===== config.mk =====
export PLATFORM = sky130hd
export DESIGN_NAME = instr_encoder
export DESIGN_NICKNAME = d
export VERILOG_FILES = /design/src/rtl/rv_isa_pkg.sv /design/src/rtl/instr_fifo.sv /design/src/rtl/instr_encoder.sv
export SDC_FILE = /design/constraint.sdc
export NUM_CORES = 1
export LEC_CHECK = 0
export CORE_ASPECT_RATIO = 0.9
export CORE_MARGIN = 1.5
export CORE_UTILIZATION = 51
export CTS_CLUSTER_DIAMETER = 80
export DETAILED_ROUTE_END_ITERATION = 6
export PLACE_DENSITY_LB_ADDON = 0.08
export SYNTH_ARGS = -nofsm -noshare
export SYNTH_HDL_FRONTEND = slang
export SYNTH_SLANG_ARGS = --single-unit

===== constraint.sdc =====
create_clock -name clk -period 3.18 [get_ports clk]
set_input_delay 0.636 -clock clk [delete_from_list [all_inputs] [get_ports clk]]
set_output_delay 0.636 -clock clk [all_outputs]
set_load 0.1 [all_outputs]

===== src/rtl/rv_isa_pkg.sv =====
// RV32I encoding constants shared by the instruction encoder and the decode stage.
package rv_isa_pkg;

  localparam int unsigned XLEN   = 32;
  localparam int unsigned OP_W   = 7;
  localparam int unsigned F3_W   = 3;
  localparam int unsigned F7_W   = 7;
  localparam int unsigned REG_W  = 5;
  localparam int unsigned FMT_W  = 3;

  localparam logic [OP_W-1:0] OP_R      = 7'b0110011;
  localparam logic [OP_W-1:0] OP_IMM    = 7'b0010011;
  localparam logic [OP_W-1:0] OP_LOAD   = 7'b0000011;
  localparam logic [OP_W-1:0] OP_STORE  = 7'b0100011;
  localparam logic [OP_W-1:0] OP_BRANCH = 7'b1100011;

  localparam logic [F7_W-1:0] F7_BASE = 7'h00;
  localparam logic [F7_W-1:0] F7_ALT  = 7'h20;

  // Producer-side instruction format selector; codes 5..7 are never legal.
  typedef enum logic [FMT_W-1:0] {
    FMT_R      = 3'd0,
    FMT_I      = 3'd1,
    FMT_LOAD   = 3'd2,
    FMT_STORE  = 3'd3,
    FMT_BRANCH = 3'd4
  } fmt_e;

endpackage


===== src/rtl/instr_fifo.sv =====
// First-word-fall-through FIFO holding encoded instruction words until memory takes them.
module instr_fifo #(
  parameter int unsigned DEPTH = 4,
  parameter int unsigned WIDTH = 32
) (
  input  logic             clk,
  input  logic             rst_n,
  input  logic             clear,
  input  logic             push,
  input  logic [WIDTH-1:0] wdata,
  input  logic             pop,
  output logic [WIDTH-1:0] rdata,
  output logic             full,
  output logic             empty
);

  localparam int unsigned PTR_W = $clog2(DEPTH);

  logic [WIDTH-1:0] store [DEPTH];
  logic [PTR_W:0]   wr_ptr;
  logic [PTR_W:0]   rd_ptr;
  logic             do_push;
  logic             do_pop;

  assign do_push = push && !full && !clear;
  assign do_pop  = pop && !empty && !clear;

  // Extra pointer MSB distinguishes full from empty when the indices match.
  assign empty = (wr_ptr == rd_ptr);
  assign full  = (wr_ptr[PTR_W] != rd_ptr[PTR_W]) &&
                 (wr_ptr[PTR_W-1:0] == rd_ptr[PTR_W-1:0]);
  assign rdata = store[rd_ptr[PTR_W-1:0]];

  always_ff @(posedge clk or negedge rst_n) begin
    if (!rst_n) begin
      wr_ptr <= '0;
      rd_ptr <= '0;
    end else if (clear) begin
      wr_ptr <= '0;
      rd_ptr <= '0;
    end else begin
      if (do_push) wr_ptr <= wr_ptr + (PTR_W+1)'(1);
      if (do_pop)  rd_ptr <= rd_ptr + (PTR_W+1)'(1);
    end
  end

  always_ff @(posedge clk) begin
    if (do_push) store[wr_ptr[PTR_W-1:0]] <= wdata;
  end

endmodule


===== src/rtl/instr_encoder.sv =====
// Assembles RV32I instruction words from field bundles, drops illegal ones, and
// streams legal words into instruction memory at sequential word addresses.
module instr_encoder
  import rv_isa_pkg::*;
#(
  parameter int unsigned       DEPTH     = 4,
  parameter int unsigned       ADDR_W    = 12,
  parameter logic [ADDR_W-1:0] BASE_ADDR = '0
) (
  input  logic              clk,
  input  logic              rst_n,
  input  logic              clear,
  input  logic              in_valid,
  output logic              in_ready,
  input  logic [FMT_W-1:0]  fmt,
  input  logic [F3_W-1:0]   funct3,
  input  logic [F7_W-1:0]   funct7,
  input  logic [REG_W-1:0]  rd,
  input  logic [REG_W-1:0]  rs1,
  input  logic [REG_W-1:0]  rs2,
  input  logic [XLEN-1:0]   imm,
  output logic              mem_we,
  input  logic              mem_ready,
  output logic [ADDR_W-1:0] mem_addr,
  output logic [XLEN-1:0]   mem_wdata,
  output logic              err,
  output logic [7:0]        err_count,
  output logic [15:0]       words_written
);

  localparam int unsigned CNT_W = 8;
  localparam int unsigned WW_W  = 16;
  localparam logic [CNT_W-1:0] CNT_MAX = '1;

  logic [XLEN-1:0] word_c;
  logic            legal_c;
  logic            is_shift_c;
  logic            imm_s12_c;
  logic            imm_b13_c;
  logic            accept;
  logic            push;
  logic            pop;
  logic            fifo_full;
  logic            fifo_empty;
  logic [XLEN-1:0] fifo_head;

  assign is_shift_c = (funct3 == 3'b001) || (funct3 == 3'b101);
  assign imm_s12_c  = (imm[31:11] == '0) || (imm[31:11] == '1);
  // Branch offsets are 13-bit signed and must be halfword aligned.
  assign imm_b13_c  = ((imm[31:12] == '0) || (imm[31:12] == '1)) && !imm[0];

  always_comb begin
    word_c  = '0;
    legal_c = 1'b0;
    case (fmt)
      FMT_R: begin
        word_c  = {funct7, rs2, rs1, funct3, rd, OP_R};
        legal_c = (funct7 == F7_BASE) || (funct7 == F7_ALT);
      end
      FMT_I: begin
        if (is_shift_c) begin
          word_c  = {funct7, imm[4:0], rs1, funct3, rd, OP_IMM};
          legal_c = (imm[31:5] == '0) &&
                    ((funct7 == F7_BASE) || ((funct7 == F7_ALT) && (funct3 == 3'b101)));
        end else begin
          word_c  = {imm[11:0], rs1, funct3, rd, OP_IMM};
          legal_c = imm_s12_c;
        end
      end
      FMT_LOAD: begin
        word_c  = {imm[11:0], rs1, funct3, rd, OP_LOAD};
        legal_c = imm_s12_c && (funct3 != 3'b011) && (funct3 != 3'b110) &&
                  (funct3 != 3'b111);
      end
      FMT_STORE: begin
        word_c  = {imm[11:5], rs2, rs1, funct3, imm[4:0], OP_STORE};
        legal_c = imm_s12_c && (funct3 <= 3'b010);
      end
      FMT_BRANCH: begin
        word_c  = {imm[12], imm[10:5], rs2, rs1, funct3, imm[4:1], imm[11], OP_BRANCH};
        legal_c = imm_b13_c && (funct3 != 3'b010) && (funct3 != 3'b011);
      end
      default: begin
        word_c  = '0;
        legal_c = 1'b0;
      end
    endcase
  end

  // Ready looks only at registered fullness, so a same-cycle pop never bypasses.
  assign in_ready = rst_n && !fifo_full && !clear;
  assign accept   = in_valid && in_ready;
  assign push     = accept && legal_c;
  assign pop      = mem_we && mem_ready && !clear;

  instr_fifo #(
    .DEPTH (DEPTH),
    .WIDTH (XLEN)
  ) u_fifo (
    .clk   (clk),
    .rst_n (rst_n),
    .clear (clear),
    .push  (push),
    .wdata (word_c),
    .pop   (pop),
    .rdata (fifo_head),
    .full  (fifo_full),
    .empty (fifo_empty)
  );

  assign mem_we    = !fifo_empty;
  assign mem_wdata = fifo_empty ? '0 : fifo_head;

  always_ff @(posedge clk or negedge rst_n) begin
    if (!rst_n) begin
      mem_addr      <= BASE_ADDR;
      err           <= 1'b0;
      err_count     <= '0;
      words_written <= '0;
    end else begin
      err <= accept && !legal_c;
      if (accept && !legal_c && (err_count != CNT_MAX)) begin
        err_count <= err_count + CNT_W'(1);
      end
      if (clear) begin
        mem_addr <= BASE_ADDR;
      end else if (pop) begin
        mem_addr      <= mem_addr + ADDR_W'(4);
        words_written <= words_written + WW_W'(1);
      end
    end
  end

endmodule


==> results.sh, run 1 <==
export IMPL_run_status="finished clean"
export IMPL_cts_resized=0
export IMPL_crit_type="reg2out"
export IMPL_cp_slowest_cell="dfrtp_2"
export IMPL_wl_per_cell_um=19.1
export IMPL_fin_tns_setup_ns=0
export IMPL_gp_congestion=0.801
export IMPL_max_freq_ghz=0.339
export IMPL_synthMuxAreaShare_pct=10.8
export IMPL_r2r_end="words_written[12]$_DFFE_PN0P_"
export IMPL_cts_tree="built"
export IMPL_hold_viol_final=0
export IMPL_grt_usage_pct=23.9
export IMPL_start_util_pct=53.0
export IMPL_syn_inst=500
export IMPL_cp_cell_sequence="buf_12 -> mux4_2 -> nor2b_1 -> buf_12"
export IMPL_clk_latency_ns=0.42
export IMPL_postSynthAreaPerCell_sq_um=14.4
export IMPL_critPathBufInv=2
export IMPL_nNetsFinal=727
export IMPL_finalMaxSlewViolations=0
export IMPL_viasPerCell=5.59
export IMPL_synth_edf_count=116
export IMPL_synthXorXnorAreaFrac_pct=4.14
export IMPL_ant_nets=0
export IMPL_ir_drop_v=0.000415
export IMPL_drtPass1Iterations=6
export IMPL_power_leakage_nw=3.59
export IMPL_drc=0
export IMPL_maxCapViolCount=0
export IMPL_crit_family="flip-flops"
export IMPL_drive_gt1_share_pct=27.7
export IMPL_required_ns=2.54
export IMPL_reg2reg_from="u_fifo.rd_ptr[0]$_DFFE_PN0P_"
export IMPL_numPortBuffers=131
export IMPL_syn_to_final_growth_pct=35.7
export IMPL_powerDensity_nw_per_um2=515
export IMPL_synth_top_flop_cell="edfxtp_1"
export IMPL_antenna_found_initial=0
export IMPL_grt_max_degree=42
export IMPL_clkTransAtPathRegs_ns=0.06
export IMPL_n_antenna_cell=0
export IMPL_cp_arrival_ns=2.32
export IMPL_htreeDepth=4
export IMPL_design_core_area_sq_um=13600
export IMPL_drt_iter0_drc=399
export IMPL_post_cts_setup_buffer_count=0
export IMPL_synth_top_family_by_area="simple AND/OR/NAND/NOR gates"
export IMPL_regToRegSetupSlack_ns=0.63
export IMPL_netlist_area_sq_um=7180
export IMPL_worst_r2r_path_depth=7
export IMPL_seq_area_frac_synth_pct=62.8
export IMPL_period_minus_slack_ns=2.95
export IMPL_timing_final_crit_share_pct=92.9
export IMPL_drt_total_wl_um=16400
export IMPL_grt_ovfl_total=0
export IMPL_yosysWarnings=0
export IMPL_synth_seq_cells=157
export IMPL_finalNonFillerCells=856
export IMPL_cts_hold_buf=0
export IMPL_cts_root_buf="clkbuf_16"
export IMPL_hold_path_class="in2async"
export IMPL_dp_cells=824
export IMPL_skew_ns=0.00610
export IMPL_worst_pin_slew_ns=0.744
export IMPL_startpoint_type="flip-flop"
export IMPL_crit_top_cell="buf_12"
export IMPL_pin_count=136
export IMPL_rows=40
export IMPL_cts_made_buffers=17
export IMPL_die_y_um=116
export IMPL_yosysUniqueCellTypes=55
export IMPL_die_w_um=128
export IMPL_synth_compound_area_share_pct=5.14
export IMPL_dieArea_sq_um=14800
export IMPL_crit_fanout=21
export IMPL_synthAdderAreaFrac_pct=1.39
export IMPL_vias=4781
export IMPL_clkSinkCount=157
export IMPL_synth_simple_area_share_pct=13.4
export IMPL_setup_slack_ns=0.227
export IMPL_slowest_delay_ns=0.63
export IMPL_crit_path_start="u_fifo.rd_ptr[0]$_DFFE_PN0P_"
export IMPL_setup_viol=0
export IMPL_slew_headroom_pct=50.1
export IMPL_pre_cts_slack_ns=-0.0967
export IMPL_place_hpwl_um=11400
export IMPL_cts_buffer_depth=2
export IMPL_rsz0062_at_grt="false"
export IMPL_synthArstFlopShare_pct=26.1
export IMPL_grt_pass1_wl_um=26200
export IMPL_end_kind="primary output"
export IMPL_first_global_vias=4778
[state kept, by name (all words and copies together), names as in the netlist]
| signal | cells |
|---|---|
| err | 1 |
| err_count | 8 |
| mem_addr | 10 |
| u_fifo.rd_ptr | 3 |
| u_fifo.store | 116 |
| u_fifo.wr_ptr | 3 |
| words_written | 16 |
[worst max path at each step]
| stage | endpoint | slack [ns] | cells after the start |
|---|---|---|---|
| CTS | mem_wdata[11] | 0.22 | 4 |
| global route | mem_wdata[0] | 0.08 | 5 |
| detailed placement | u_fifo.store[1][11]$_DFFE_PP_ | -0.1 | 8 |
| global placement | u_fifo.store[3][11]$_DFFE_PP_ | -0.06 | 8 |
| floorplan | u_fifo.store[0][10]$_DFFE_PP_ | 0.02 | 6 |
| finish | mem_wdata[11] | 0.23 | 4 |
[per-stage QoR]
step	util [%]	area (sq um)	power, mW	hold slack (ns)
after floorplan	-	7220	2.76	0.340
after CTS	71.9	9750	5.05	0.361
final	71.9	9750	5.02	0.337
after global routing	71.9	9750	5.17	0.389
after global placement	67.4	9140	2.98	0.464
after detailed placement	67.4	9140	3.00	0.475
[per-layer routing]
metal  vias to the layer above  share of wire, %  track usage [%]
met5                         -                 0                0
met1                      2407                45             34.0
met4                         0              0.85             8.31
li1                       2195                 -                -
met2                       168                49             37.3
met3                        11               5.8             4.62
[cell usage in the layout, fill, tap and decap left out, types with 4 or more instances in the layout]
cell,instances
a21oi_1,17
a22o_1,6
a22oi_1,5
and2_1,15
and3_1,8
buf_12,37
buf_4,59
bufinv_16,4
clkbuf_16,17
clkdlybuf4s50_1,63
conb_1,4
dfrtp_1,40
edfxtp_1,116
ha_1,8
inv_1,6
mux2_2,6
mux4_2,29
nand2_1,23
nand2b_1,5
nand3_1,15
nand4_1,12
nor2_1,23
nor2b_1,33
nor2b_2,10
nor3_1,4
nor4_1,8
o21ai_0,8
o22ai_1,5
xnor2_1,18
xor2_1,16
[cell type report]
type	instances	area, sq um
timing repair buffer	160	1820
inverter	6	22.5
sequential	157	4510
multi-input combinational	312	2550
tap	189	236
clock inverter	13	171
clock buffer	19	433
fill	896	3820
[logic make-up after synthesis]
family,count (synthesis)
adder cells (fa/ha/maj),8
multiplexers,40
buffers and inverters,34
AO/OA/AOI/OAI,54
AND/OR/NAND/NOR,172
other,1
XOR/XNOR,34
flip-flops,157
[synth_stat cells, drive strengths merged, types with 6 or more instances]
master | n | share of area [%]
nor2b | 43 | 3.7
buf | 11 | 1.1
nand2 | 24 | 1.3
a22o | 7 | 0.87
clkbuf | 17 | 0.89
xor2 | 16 | 2.0
and3 | 9 | 0.85
mux4 | 29 | 9.1
nand4 | 12 | 1.0
edfxtp | 116 | 48
o21ai | 8 | 0.56
mux2 | 9 | 1.5
inv | 6 | 0.31
xnor2 | 18 | 2.2
nor2 | 24 | 1.3
a21oi | 18 | 1.3
nor4 | 8 | 0.70
ha | 8 | 1.4
dfrtp | 41 | 14
and2 | 15 | 1.3
nand3 | 15 | 1.0
[report_power, final]
group | total (mW) | switching [mW] | internal [mW]
logic | 0.662 | 0.455 | 0.207
registers | 2.30 | 0.0462 | 2.25
clock network | 2.06 | 0.759 | 1.30
Power figures use the tool's default switching activity.
==> run 2, diff against run 1 <==
--- a/config.mk
+++ b/config.mk
@@ -10,7 +10,8 @@
 export CORE_UTILIZATION = 51
 export CTS_CLUSTER_DIAMETER = 80
 export DETAILED_ROUTE_END_ITERATION = 6
-export PLACE_DENSITY_LB_ADDON = 0.08
+export PLACE_DENSITY_LB_ADDON = 0.25
 export SYNTH_ARGS = -nofsm -noshare
 export SYNTH_HDL_FRONTEND = slang
 export SYNTH_SLANG_ARGS = --single-unit
+export TNS_END_PERCENT = 50
==> results.sh, run 2 (synthesis results as in run 1) <==
export IMPL_run_status="finished clean"
export IMPL_mostFrequentLayoutCell="edfxtp_1"
export IMPL_period_minus_slack_ns=2.95
export IMPL_skew_ns=0.00576
export IMPL_ant_nets=0
export IMPL_layout_common_cells="edfxtp_1, buf_4, clkdlybuf4s50_1, nor2b_1, dfrtp_1"
export IMPL_timing_final_crit_share_pct=92.9
export IMPL_slowest_delay_ns=0.61
export IMPL_power_leakage_nw=3.61
export IMPL_drc=0
export IMPL_required_ns=2.54
export IMPL_cp_cell_sequence="xor2_1 -> nor3_2 -> buf_4 -> nor2b_1 -> buf_12"
export IMPL_cts_buffer_depth=2
export IMPL_max_freq_ghz=0.339
export IMPL_setup_viol=0
export IMPL_cts_tree="built"
export IMPL_cp_slowest_cell="dfrtp_2"
export IMPL_rsz0062_at_grt="false"
export IMPL_clkTransAtPathRegs_ns=0.06
export IMPL_total_power_mw=5.15
export IMPL_htreeDepth=4
export IMPL_antenna_found_initial=1
export IMPL_powerDensity_nw_per_um2=528
export IMPL_design_core_area_sq_um=13600
export IMPL_nFillCells=869
export IMPL_slew_headroom_pct=49.7
export IMPL_dieArea_sq_um=14800
export IMPL_drt_iter0_drc=347
export IMPL_finalMaxSlewViolations=0
export IMPL_maxCapViolCount=0
export IMPL_crit_fanout=29
export IMPL_cts_made_buffers=17
export IMPL_rows=40
export IMPL_vias=4783
export IMPL_nNetsFinal=731
export IMPL_numPortBuffers=131
export IMPL_n_antenna_cell=0
export IMPL_drive_gt1_share_pct=27.6
export IMPL_clk_latency_ns=0.42
export IMPL_critPathBufInv=2
export IMPL_crit_family="flip-flops"
export IMPL_drtPass1Iterations=6
export IMPL_cts_hold_buf=0
export IMPL_ir_drop_v=0.000356
export IMPL_cp_arrival_ns=2.32
export IMPL_pin_count=136
export IMPL_crit_type="reg2out"
export IMPL_grt_pass1_wl_um=25800
export IMPL_largest_register_ffs=116
export IMPL_wl_per_cell_um=19.5
export IMPL_end_kind="primary output"
export IMPL_drt_total_wl_um=16700
export IMPL_grt_ovfl_total=0
export IMPL_first_global_vias=4811
export IMPL_gp_congestion=0.863
export IMPL_syn_to_final_growth_pct=35.6
export IMPL_die_y_um=116
export IMPL_grt_max_degree=42
export IMPL_fin_tns_setup_ns=0
export IMPL_cts_root_buf="clkbuf_16"
export IMPL_regToRegSetupSlack_ns=0.81
export IMPL_cts_resized=0
export IMPL_post_cts_setup_buffer_count=0
export IMPL_hold_viol_final=0
export IMPL_die_w_um=128
export IMPL_place_hpwl_um=11600
export IMPL_clkSinkCount=157
export IMPL_worst_pin_slew_ns=0.750
export IMPL_grt_usage_pct=23.8
export IMPL_viasPerCell=5.56
export IMPL_start_util_pct=53.0
export IMPL_startpoint_type="flip-flop"
export IMPL_hold_path_class="in2async"
## run 2: worst reg2reg max path, delay by kind of cell (launching register included)
kind	cells	cell delay, ns
buffers and inverters	1	0.24
AO/OA/AOI/OAI	2	0.50
flip-flops	1	0.61
XOR/XNOR	1	0.33
AND/OR/NAND/NOR	2	0.36
## run 2: power by group
part           internal (mW)  switching (mW)  total, mW  leakage [nW]
combinational          0.208           0.456      0.664          1.68
clock                   1.39           0.796       2.19         0.313
sequential              2.25          0.0469       2.30          1.62
## run 2: worst paths after layout
kind,startpoint,end,depth (start not counted)
setup reg to reg,u_fifo.rd_ptr[0]$_DFFE_PN0P_,u_fifo.store[1][11]$_DFFE_PP_,6
hold / removal,rst_n,mem_addr[3]$_DFFE_PN0N_,2
setup / recovery,u_fifo.rd_ptr[0]$_DFFE_PN0P_,mem_wdata[11],5
max in group asynchronous,rst_n,u_fifo.rd_ptr[0]$_DFFE_PN0P_,2
hold reg to reg,words_written[15]$_DFFE_PN0P_,words_written[15]$_DFFE_PN0P_,1
min in group clk,words_written[15]$_DFFE_PN0P_,words_written[15]$_DFFE_PN0P_,1
## run 2: area by class of cell
cell class              instances  area [sq um]  share of cell area [%]
clock inverters                15           220                    2.26
flip-flops and latches        157          4510                    46.3
repair buffers                164          1800                    18.5
multi-input cells             312          2530                    26.0
inverters                       6          22.5                   0.231
well taps                     189           236                    2.43
clock buffers                  17           425                    4.37
## run 2: layer usage
metal | GRT usage, % | vias to the layer above | share of wire [%]
met5 | 0 | - | 0
met4 | 8.99 | 0 | 2.1
met3 | 5.91 | 30 | 6.3
met2 | 38.9 | 202 | 50
met1 | 31.2 | 2354 | 42
li1 | - | 2197 | -
## run 2: metrics by stage
step | instance area, sq um | worst slack [ns] | hold slack [ns] | util [%] | cells
detailed placement | 9100 | -0.0762 | 0.472 | 67.1 | 828
finish | 9750 | 0.227 | 0.339 | 71.9 | 860
floorplan | 7200 | -0.144 | 0.340 | - | 503
global placement | 9100 | -0.0146 | 0.462 | 67.1 | 828
global route | 9750 | 0.0632 | 0.388 | 71.9 | 860
CTS | 9750 | 0.223 | 0.351 | 71.9 | 860
